===== src/rtl/riscv_types.sv =====
// Shared RISC-V core types: ALU operation encodings, divider controller states
// and the divide/remainder special-case helper.
package riscv_types;

  localparam int RV_XLEN = 32;

  typedef enum logic [3:0] {
    ALU_ADD  = 4'd0,
    ALU_SUB  = 4'd1,
    ALU_AND  = 4'd2,
    ALU_OR   = 4'd3,
    ALU_XOR  = 4'd4,
    ALU_SLL  = 4'd5,
    ALU_SRL  = 4'd6,
    ALU_SRA  = 4'd7,
    ALU_SLT  = 4'd8,
    ALU_SLTU = 4'd9,
    ALU_DIV  = 4'd10,
    ALU_DIVU = 4'd11,
    ALU_REM  = 4'd12,
    ALU_REMU = 4'd13
  } alu_t;

  typedef enum logic [1:0] {
    IDLE  = 2'd0,
    ISSUE = 2'd1,
    WAIT  = 2'd2,
    HOLD  = 2'd3
  } div_ctrl_state_t;

  // Results the divider never needs to compute: divide-by-zero and signed overflow.
  function automatic logic [RV_XLEN-1:0] div_special_result(
    input  alu_t               op,
    input  logic [RV_XLEN-1:0] a,
    input  logic [RV_XLEN-1:0] b,
    output logic               is_special
  );
    logic               signed_op;
    logic               is_rem;
    logic               ovf;
    logic [RV_XLEN-1:0] min_neg;
    min_neg    = {1'b1, {(RV_XLEN-1){1'b0}}};
    signed_op  = (op == ALU_DIV) || (op == ALU_REM);
    is_rem     = (op == ALU_REM) || (op == ALU_REMU);
    ovf        = signed_op && (a == min_neg) && (b == {RV_XLEN{1'b1}});
    is_special = (b == {RV_XLEN{1'b0}}) || ovf;
    if (b == {RV_XLEN{1'b0}}) begin
      div_special_result = is_rem ? a : {RV_XLEN{1'b1}};
    end else if (ovf) begin
      div_special_result = is_rem ? {RV_XLEN{1'b0}} : a;
    end else begin
      div_special_result = {RV_XLEN{1'b0}};
    end
  endfunction

endpackage


===== src/rtl/div_issue_ctrl.sv =====
// Execute-stage issue/collect controller for the multi-cycle divider: issues
// work, tracks the single outstanding rd, resolves special cases and writes back.
module div_issue_ctrl
  import riscv_types::*;
#(
  parameter int XLEN    = RV_XLEN,
  parameter int TIMEOUT = 64
) (
  input  logic            clk,
  input  logic            rst,
  input  logic            ex_valid,
  input  logic            ex_is_div,
  input  alu_t            ex_alu_ctrl,
  input  logic [4:0]      ex_rd,
  input  logic [4:0]      ex_rs1,
  input  logic [4:0]      ex_rs2,
  input  logic            ex_use_rs1,
  input  logic            ex_use_rs2,
  input  logic [XLEN-1:0] ex_a,
  input  logic [XLEN-1:0] ex_b,
  input  logic            flush,
  output logic            div_start,
  output alu_t            div_alu_ctrl,
  output logic [XLEN-1:0] div_a,
  output logic [XLEN-1:0] div_b,
  output logic [4:0]      div_rd,
  output logic            div_clear,
  input  logic            div_done,
  input  logic [XLEN-1:0] div_result,
  input  logic            wb_pipe_valid,
  output logic            wb_div_valid,
  output logic [4:0]      wb_div_rd,
  output logic [XLEN-1:0] wb_div_data,
  output logic            stall_ex,
  output logic            timeout_err
);

  localparam int CNT_W = (TIMEOUT > 2) ? $clog2(TIMEOUT) : 1;

  div_ctrl_state_t state_q, state_d;
  alu_t            op_q, op_d;
  logic [XLEN-1:0] a_q, a_d, b_q, b_d, res_q, res_d;
  logic [4:0]      rd_q, rd_d, busy_rd_q, busy_rd_d;
  logic [CNT_W-1:0] cnt_q, cnt_d;
  logic            clear_q, clear_d, tmo_q, tmo_d;
  logic            hazard, accept, is_special;
  logic [XLEN-1:0] special_res;

  // x0 is hardwired, so an outstanding write to it never blocks a reader.
  assign hazard = (busy_rd_q != 5'd0) &&
                  ((ex_use_rs1 && (ex_rs1 == busy_rd_q)) ||
                   (ex_use_rs2 && (ex_rs2 == busy_rd_q)) ||
                   (ex_rd == busy_rd_q));

  assign stall_ex     = ex_valid && (state_q != IDLE) && (ex_is_div || hazard);
  assign accept       = (state_q == IDLE) && ex_valid && ex_is_div && !flush && !stall_ex;
  assign wb_div_valid = (state_q == HOLD) && !wb_pipe_valid && (busy_rd_q != 5'd0) && !flush;
  assign wb_div_rd    = (state_q == HOLD) ? busy_rd_q : 5'd0;
  assign wb_div_data  = (state_q == HOLD) ? res_q : {XLEN{1'b0}};
  assign div_start    = (state_q == ISSUE);
  assign div_alu_ctrl = op_q;
  assign div_a        = a_q;
  assign div_b        = b_q;
  assign div_rd       = rd_q;
  assign div_clear    = clear_q;
  assign timeout_err  = tmo_q;

  always_comb begin
    is_special  = 1'b0;
    special_res = div_special_result(ex_alu_ctrl, ex_a, ex_b, is_special);
  end

  always_comb begin
    state_d   = state_q;
    op_d      = op_q;
    a_d       = a_q;
    b_d       = b_q;
    rd_d      = rd_q;
    busy_rd_d = busy_rd_q;
    res_d     = res_q;
    cnt_d     = cnt_q;
    clear_d   = 1'b0;
    tmo_d     = 1'b0;
    if (flush) begin
      state_d   = IDLE;
      busy_rd_d = 5'd0;
      res_d     = {XLEN{1'b0}};
      cnt_d     = {CNT_W{1'b0}};
      clear_d   = (state_q == ISSUE) || (state_q == WAIT);
    end else begin
      case (state_q)
        IDLE: begin
          if (accept) begin
            op_d      = ex_alu_ctrl;
            a_d       = ex_a;
            b_d       = ex_b;
            rd_d      = ex_rd;
            busy_rd_d = ex_rd;
            if (is_special) begin
              res_d   = special_res;
              state_d = HOLD;
            end else begin
              state_d = ISSUE;
            end
          end else begin
            state_d = IDLE;
          end
        end
        ISSUE: begin
          cnt_d   = {CNT_W{1'b0}};
          state_d = WAIT;
        end
        WAIT: begin
          if (div_done) begin
            res_d   = div_result;
            cnt_d   = {CNT_W{1'b0}};
            state_d = HOLD;
          end else if (cnt_q == CNT_W'(TIMEOUT - 1)) begin
            clear_d   = 1'b1;
            tmo_d     = 1'b1;
            busy_rd_d = 5'd0;
            cnt_d     = {CNT_W{1'b0}};
            state_d   = IDLE;
          end else begin
            cnt_d = cnt_q + CNT_W'(1);
          end
        end
        HOLD: begin
          // Writes to x0 retire without ever occupying the writeback port.
          if (wb_div_valid || (busy_rd_q == 5'd0)) begin
            busy_rd_d = 5'd0;
            res_d     = {XLEN{1'b0}};
            state_d   = IDLE;
          end else begin
            state_d = HOLD;
          end
        end
        default: begin
          state_d = IDLE;
        end
      endcase
    end
  end

  always_ff @(posedge clk) begin
    if (rst) begin
      state_q   <= IDLE;
      op_q      <= ALU_ADD;
      a_q       <= {XLEN{1'b0}};
      b_q       <= {XLEN{1'b0}};
      rd_q      <= 5'd0;
      busy_rd_q <= 5'd0;
      res_q     <= {XLEN{1'b0}};
      cnt_q     <= {CNT_W{1'b0}};
      clear_q   <= 1'b0;
      tmo_q     <= 1'b0;
    end else begin
      state_q   <= state_d;
      op_q      <= op_d;
      a_q       <= a_d;
      b_q       <= b_d;
      rd_q      <= rd_d;
      busy_rd_q <= busy_rd_d;
      res_q     <= res_d;
      cnt_q     <= cnt_d;
      clear_q   <= clear_d;
      tmo_q     <= tmo_d;
    end
  end

endmodule


===== config.mk =====
export PLATFORM = sky130hd
export DESIGN_NAME = div_issue_ctrl
export DESIGN_NICKNAME = d
export VERILOG_FILES = /design/src/rtl/riscv_types.sv /design/src/rtl/div_issue_ctrl.sv
export SDC_FILE = /design/constraint.sdc
export NUM_CORES = 1
export LEC_CHECK = 0
export BUFFER_PORTS_ARGS = -buffer_cell sky130_fd_sc_hd__buf_2
export CORE_MARGIN = 2
export CORE_UTILIZATION = 48
export CTS_CLUSTER_SIZE = 40
export DETAILED_ROUTE_END_ITERATION = 10
export PLACE_DENSITY = 0.9
export SYNTH_ARGS = -nofsm -noshare
export SYNTH_HDL_FRONTEND = slang
export SYNTH_SLANG_ARGS = --single-unit

===== constraint.sdc =====
create_clock -name clk -period 3.34 [get_ports clk]
set_input_delay 1.002 -clock clk [delete_from_list [all_inputs] [get_ports clk]]
set_output_delay 1.002 -clock clk [all_outputs]
set_load 0.05 [all_outputs]

Word level (Yosys, flattened, before mapping)
Index checks and enable logic that the tools add are counted.
Storage, ports and cells
  flip-flop bits (word level): 120
Cells by class
  add/sub/neg operators: 1
  equality and inequality tests: 19
  multiplexer cells: 29
  bitwise operators: 1
  reductions and logical operators: 36
Operators with widths (number)
  32-bit two-way mux: 9
  32-bit case mux with 3 select lines: 1
  32-bit == test (second input constant): 2
  32-bit zero test: 1
  5-bit two-way mux: 5
  5-bit == test: 3
  5-bit case mux with 3 select lines: 1
  1-bit logical AND: 14
  4-bit == test (second input constant): 3
  6-bit two-way mux: 2
  6-bit case mux with 2 select lines: 1
  2-bit two-way mux: 5
  5-bit AND reduction: 2
  1-bit logical OR: 8
  2-bit inequality test (second input constant): 4
  2-bit case mux with 4 select lines: 1
  6-bit by 1-bit adder with 6-bit output (second input constant): 1
  6-bit == test (second input constant): 1
  5-bit zero test: 1
  5-bit nonzero test: 1
  2-bit == test (second input constant): 2
  1-bit two-way mux: 4
  2-bit by 1-bit inequality test with 1-bit output (second input constant): 2
  2-bit nonzero test: 2
  other kinds (8): 10

Longest topological paths before layout
  depth after elaboration: 11
  gate-level depth with buffers: 9
  mapped depth without buffers: 8

Worst setup path before layout
Ideal clock, no wire load.
  path type: in2out
  start: input flush
  end: output wb_div_valid
  arrival time: 2659 ps
  data required time: 2338 ps
  slack: -321 ps
  stages on the path: 1
  path buffers: 0
  path through: nor4b_1
Between the ends
  cells in the longest elaborated chain, start to end: 2
RTL lines
  from (decl): RTL line div_issue_ctrl.sv:21  | input logic flush,
  1-bit zero test: RTL line div_issue_ctrl.sv:57  | assign wb_div_valid = (state_q == HOLD) && !wb_pipe_valid && (busy_rd_q != 5'd0) && !flush;
  1-bit logical AND: RTL line div_issue_ctrl.sv:57
  to (decl): RTL line div_issue_ctrl.sv:31  | output logic wb_div_valid,
No other way between the ends.

Worst setup path after layout
  start: input ex_rs1[2]
  end: output stall_ex
Between the ends
  cells in the longest elaborated chain, start to end: 7
RTL lines
  from (decl): RTL line div_issue_ctrl.sv:15  | input logic [4:0] ex_rs1,
  5-bit == test: RTL line div_issue_ctrl.sv:51  | ((ex_use_rs1 && (ex_rs1 == busy_rd_q)) ||
  1-bit logical AND: RTL line div_issue_ctrl.sv:51
  1-bit logical OR: RTL line div_issue_ctrl.sv:51
  1-bit logical OR: RTL line div_issue_ctrl.sv:52  | (ex_use_rs2 && (ex_rs2 == busy_rd_q)) ||
  1-bit logical AND: RTL line div_issue_ctrl.sv:50  | assign hazard = (busy_rd_q != 5'd0) &&
  1-bit logical OR: RTL line div_issue_ctrl.sv:55  | assign stall_ex = ex_valid && (state_q != IDLE) && (ex_is_div || hazard);
  1-bit logical AND: RTL line div_issue_ctrl.sv:55
  to (decl): RTL line div_issue_ctrl.sv:34  | output logic stall_ex,
No other way between the ends.

==> flow_metrics.py <==
metrics = {
    "worst_setup_path": {
        "startpoint_type": "primary input",
        "path_class": "in -> out",
        "rrSetupSlack_ns": 0.95,
        "r2r-end": "res_q[26]$_SDFFE_PP0P_",
        "reg2reg_from": "state_q[0]$_SDFFE_PP0P_",
        "critical_path.endpoint_type": "primary output",
        "cp_max_fo": 1,
        "crit_required_ns": 2.34,
        "reg2reg_depth": 8,
        "startpoint": "ex_rs1[2]",
        "critical_path_arrival_ns": 2.22,
    },
    "floorplan": {
        "io_pins": 239,
        "die_height_microns": 112,
        "core_sq_mm": 0.0114,
        "initial_core_util_pct": 49.1,
        "die_w_microns": 112,
        "row_count": 39,
        "dieArea_sq_mm": 0.0125,
    },
    "timing": {
        "max-slew-margin-rel_pct": 46.6,
        "tightest_slew_ns": 0.801,
        "period_share_pct": 96.6,
        "finalMaxSlewViolations": 0,
        "fin_setup_tns_ns": 0,
        "whs_ns": 0.448,
        "finalHoldViolCount": 0,
        "fin_skew_ns": 0.00532,
        "fin_crit_ns": 3.23,
        "fmax_mhz": 310,
        "rsz0062_at_grt": "no",
        "finalSetupViolCount": 0,
    },
    "power": {
        "p_leak_nw": 3.16,
        "p_per_area_mw_per_mm2": 497,
        "vdd_drop_max_mv": 0.429,
    },
    "layout": {
        "area_growth_pct": 33.6,
        "num_antenna_cells": 0,
        "drive_above_1_share_pct": 35.2,
        "final_nets": 1026,
        "final_common_cell": "buf_2",
        "layout_common_cells": "237 x buf_2, 161 x nand2_1, 120 x dfxtp_1",
        "fillers": 958,
    },
    "route": {
        "ant_nets": 0,
        "vias_per_cell": 5.72,
        "drc": 0,
        "drt_iter0_drc": 412,
        "num_vias": 6008,
        "finalWirelength_mm": 18.6,
        "first_pass_iters": 5,
        "wire_per_inst_microns": 17.7,
    },
    "logic_synthesis": {
        "synth-seq-area-share_pct": 43.0,
        "synth.area.top_cells": "dfxtp_1 43%, nand2_1 11%, a21oi_1 10%",
        "synth_top_area_share_pct": 43.0,
        "synth_ff_type": "dfxtp_1",
        "synth_cell_type_count": 50,
        "synth_top_area_cell": "dfxtp_1",
        "syn_nets": 809,
        "async_flop_share_pct": 0,
        "synth_warnings": 0,
        "syn_inst": 680,
        "syn_area_per_cell_sq_um": 8.22,
        "syn_area_sq_mm": 0.00559,
        "synth_enable_flop_cells": 0,
        "synth.ff_latch_count": 120,
    },
    "clock_tree": {
        "clock_sinks": 120,
        "clkTransAtPathRegs_ns": 0.05,
        "cts_tree": "yes",
        "cts_buffer_depth": 2,
        "cts-buffers-inserted": 17,
        "clock-root-buffer": "clkbuf_16",
        "clk_latency_ns": 0.41,
        "h-tree-depth": 4,
    },
    "worst_hold_path": {
        "min_from": "div_a[21]$_SDFFE_PP0P_",
        "holdPathEnd": "div_a[21]$_SDFFE_PP0P_",
        "holdCritPathClass": "reg -> reg",
        "whs_path_depth": 2,
    },
    "placement": {
        "place.port_buffers": 238,
        "gp_congestion": 0.883,
        "dp_hpwl_mm": 13.3,
    },
    "grt": {
        "grt_overflow_total": 0,
        "grt_pass1_vias": 5847,
        "grt_first_pass_wirelength_mm": 29.1,
        "antenna_found_initial": 1,
        "grt_max_degree": 76,
        "grtUsageTotal_pct": 29.4,
    },
    "run_status": {
        "outcome": "complete, no violations",
    },
    "flow_run": {
        "max_cap_viol_count": 0,
    },
}
critical path, cell delays in order:
cell and delay [ns]:
buf_2 0.10, xor2_1 0.13, nor4_1 0.28, nand3_1 0.12
a31oi_1 0.22, o211a_1 0.17, buf_4 0.19
report_power, final:
group / switching [mW] / total, mW / internal (mW) / leakage, nW
Clock: 0.632 / 1.84 / 1.20 / 0.297
Sequential: 0.0167 / 1.48 / 1.46 / 0.972
Combinational: 0.273 / 0.391 / 0.118 / 1.89
Total: 0.922 / 3.71 / 2.79 / 3.16
cells by family (layout without fill, tap and decap cells):
kind of cell / Yosys count / count (layout) / synth area share, %
AOI/OAI and AO/OA: 204 / 204 / 24.3
xor gates and xnor gates: 20 / 20 / 3.13
adders and majority gates: 5 / 5 / 1.12
buffers and inverters: 61 / 289 / 4.97
DFF: 120 / 120 / 43.0
muxes: 1 / 1 / 0.179
and+or+nand+nor: 269 / 269 / 23.3
cells in the mapped netlist (all sizes together), types with 5 or more instances:
| cell type | n |
|---|---|
| nand2 | 162 |
| and2 | 38 |
| a21oi | 117 |
| xnor2 | 6 |
| a211oi | 22 |
| a311oi | 10 |
| nor4 | 18 |
| nor2 | 12 |
| xor2 | 14 |
| buf | 20 |
| nand3 | 9 |
| clkbuf | 37 |
| dfxtp | 120 |
| o21ai | 24 |
| nand4 | 12 |
| a221oi | 22 |
| ha | 5 |
metrics by stage:
| step | total power, mW | instance area (sq um) | std cells | util, % | worst slack [ns] |
|---|---|---|---|---|---|
| 5_1_grt | 3.81 | 7460 | 1051 | 65.6 | 0.00612 |
| 4_1_cts | 3.72 | 7460 | 1051 | 65.6 | 0.0610 |
| 3_3_place_gp | 1.89 | 6860 | 1021 | 60.4 | 0.0758 |
| 2_1_floorplan | 1.73 | 5590 | 680 | - | 0.281 |
| 6_report | 3.71 | 7460 | 1051 | 65.6 | 0.114 |
| 3_5_place_dp | 1.90 | 6860 | 1021 | 60.4 | 0.0718 |
state kept, by name, indices dropped and copies added (netlist names):
register      count
div_a            32
div_b            32
res_q            32
cnt_q             6
busy_rd_q         5
div_rd            5
div_alu_ctrl      4
state_q           2
div_clear         1
timeout_err       1
routing by layer:
layer | wire length, microns | up-vias | share of wire [%] | global-route usage (%)
met5 | 13 | - | 0.070 | 0
met4 | 331 | 2 | 1.8 | 11.6
met3 | 1720 | 34 | 9.3 | 9.58
met2 | 9300 | 297 | 50 | 50.2
met1 | 7220 | 2833 | 39 | 34.3
li1 | - | 2842 | - | -
area by class of cell:
type,count,area [sq um],area share (%)
inverters,4,15.0,0.201
repair buffers,255,1350,18.0
multi-input cells,499,2920,39.1
well taps,143,179,2.40
clock buffers,23,508,6.81
flip-flops and latches,120,2400,32.2
clock inverters,7,91.3,1.22
repair_timing:
| item | CTS | global route |
|---|---|---|
| setup endpoints to repair | 0 | 1 |
| hold buffers | 0 | 0 |
| buffers inserted | 0 | 0 |
| resized for setup | 0 | 2 |
how the worst max path moves through the flow:
stage	endpoint	slack [ns]	cells after the start
floorplan	stall_ex	0.28	5
global placement	stall_ex	0.08	7
detailed placement	stall_ex	0.07	7
CTS	stall_ex	0.06	7
global route	stall_ex	0.006	7
finish	stall_ex	0.11	7
Note: power is estimated with default switching activity, not from simulation.
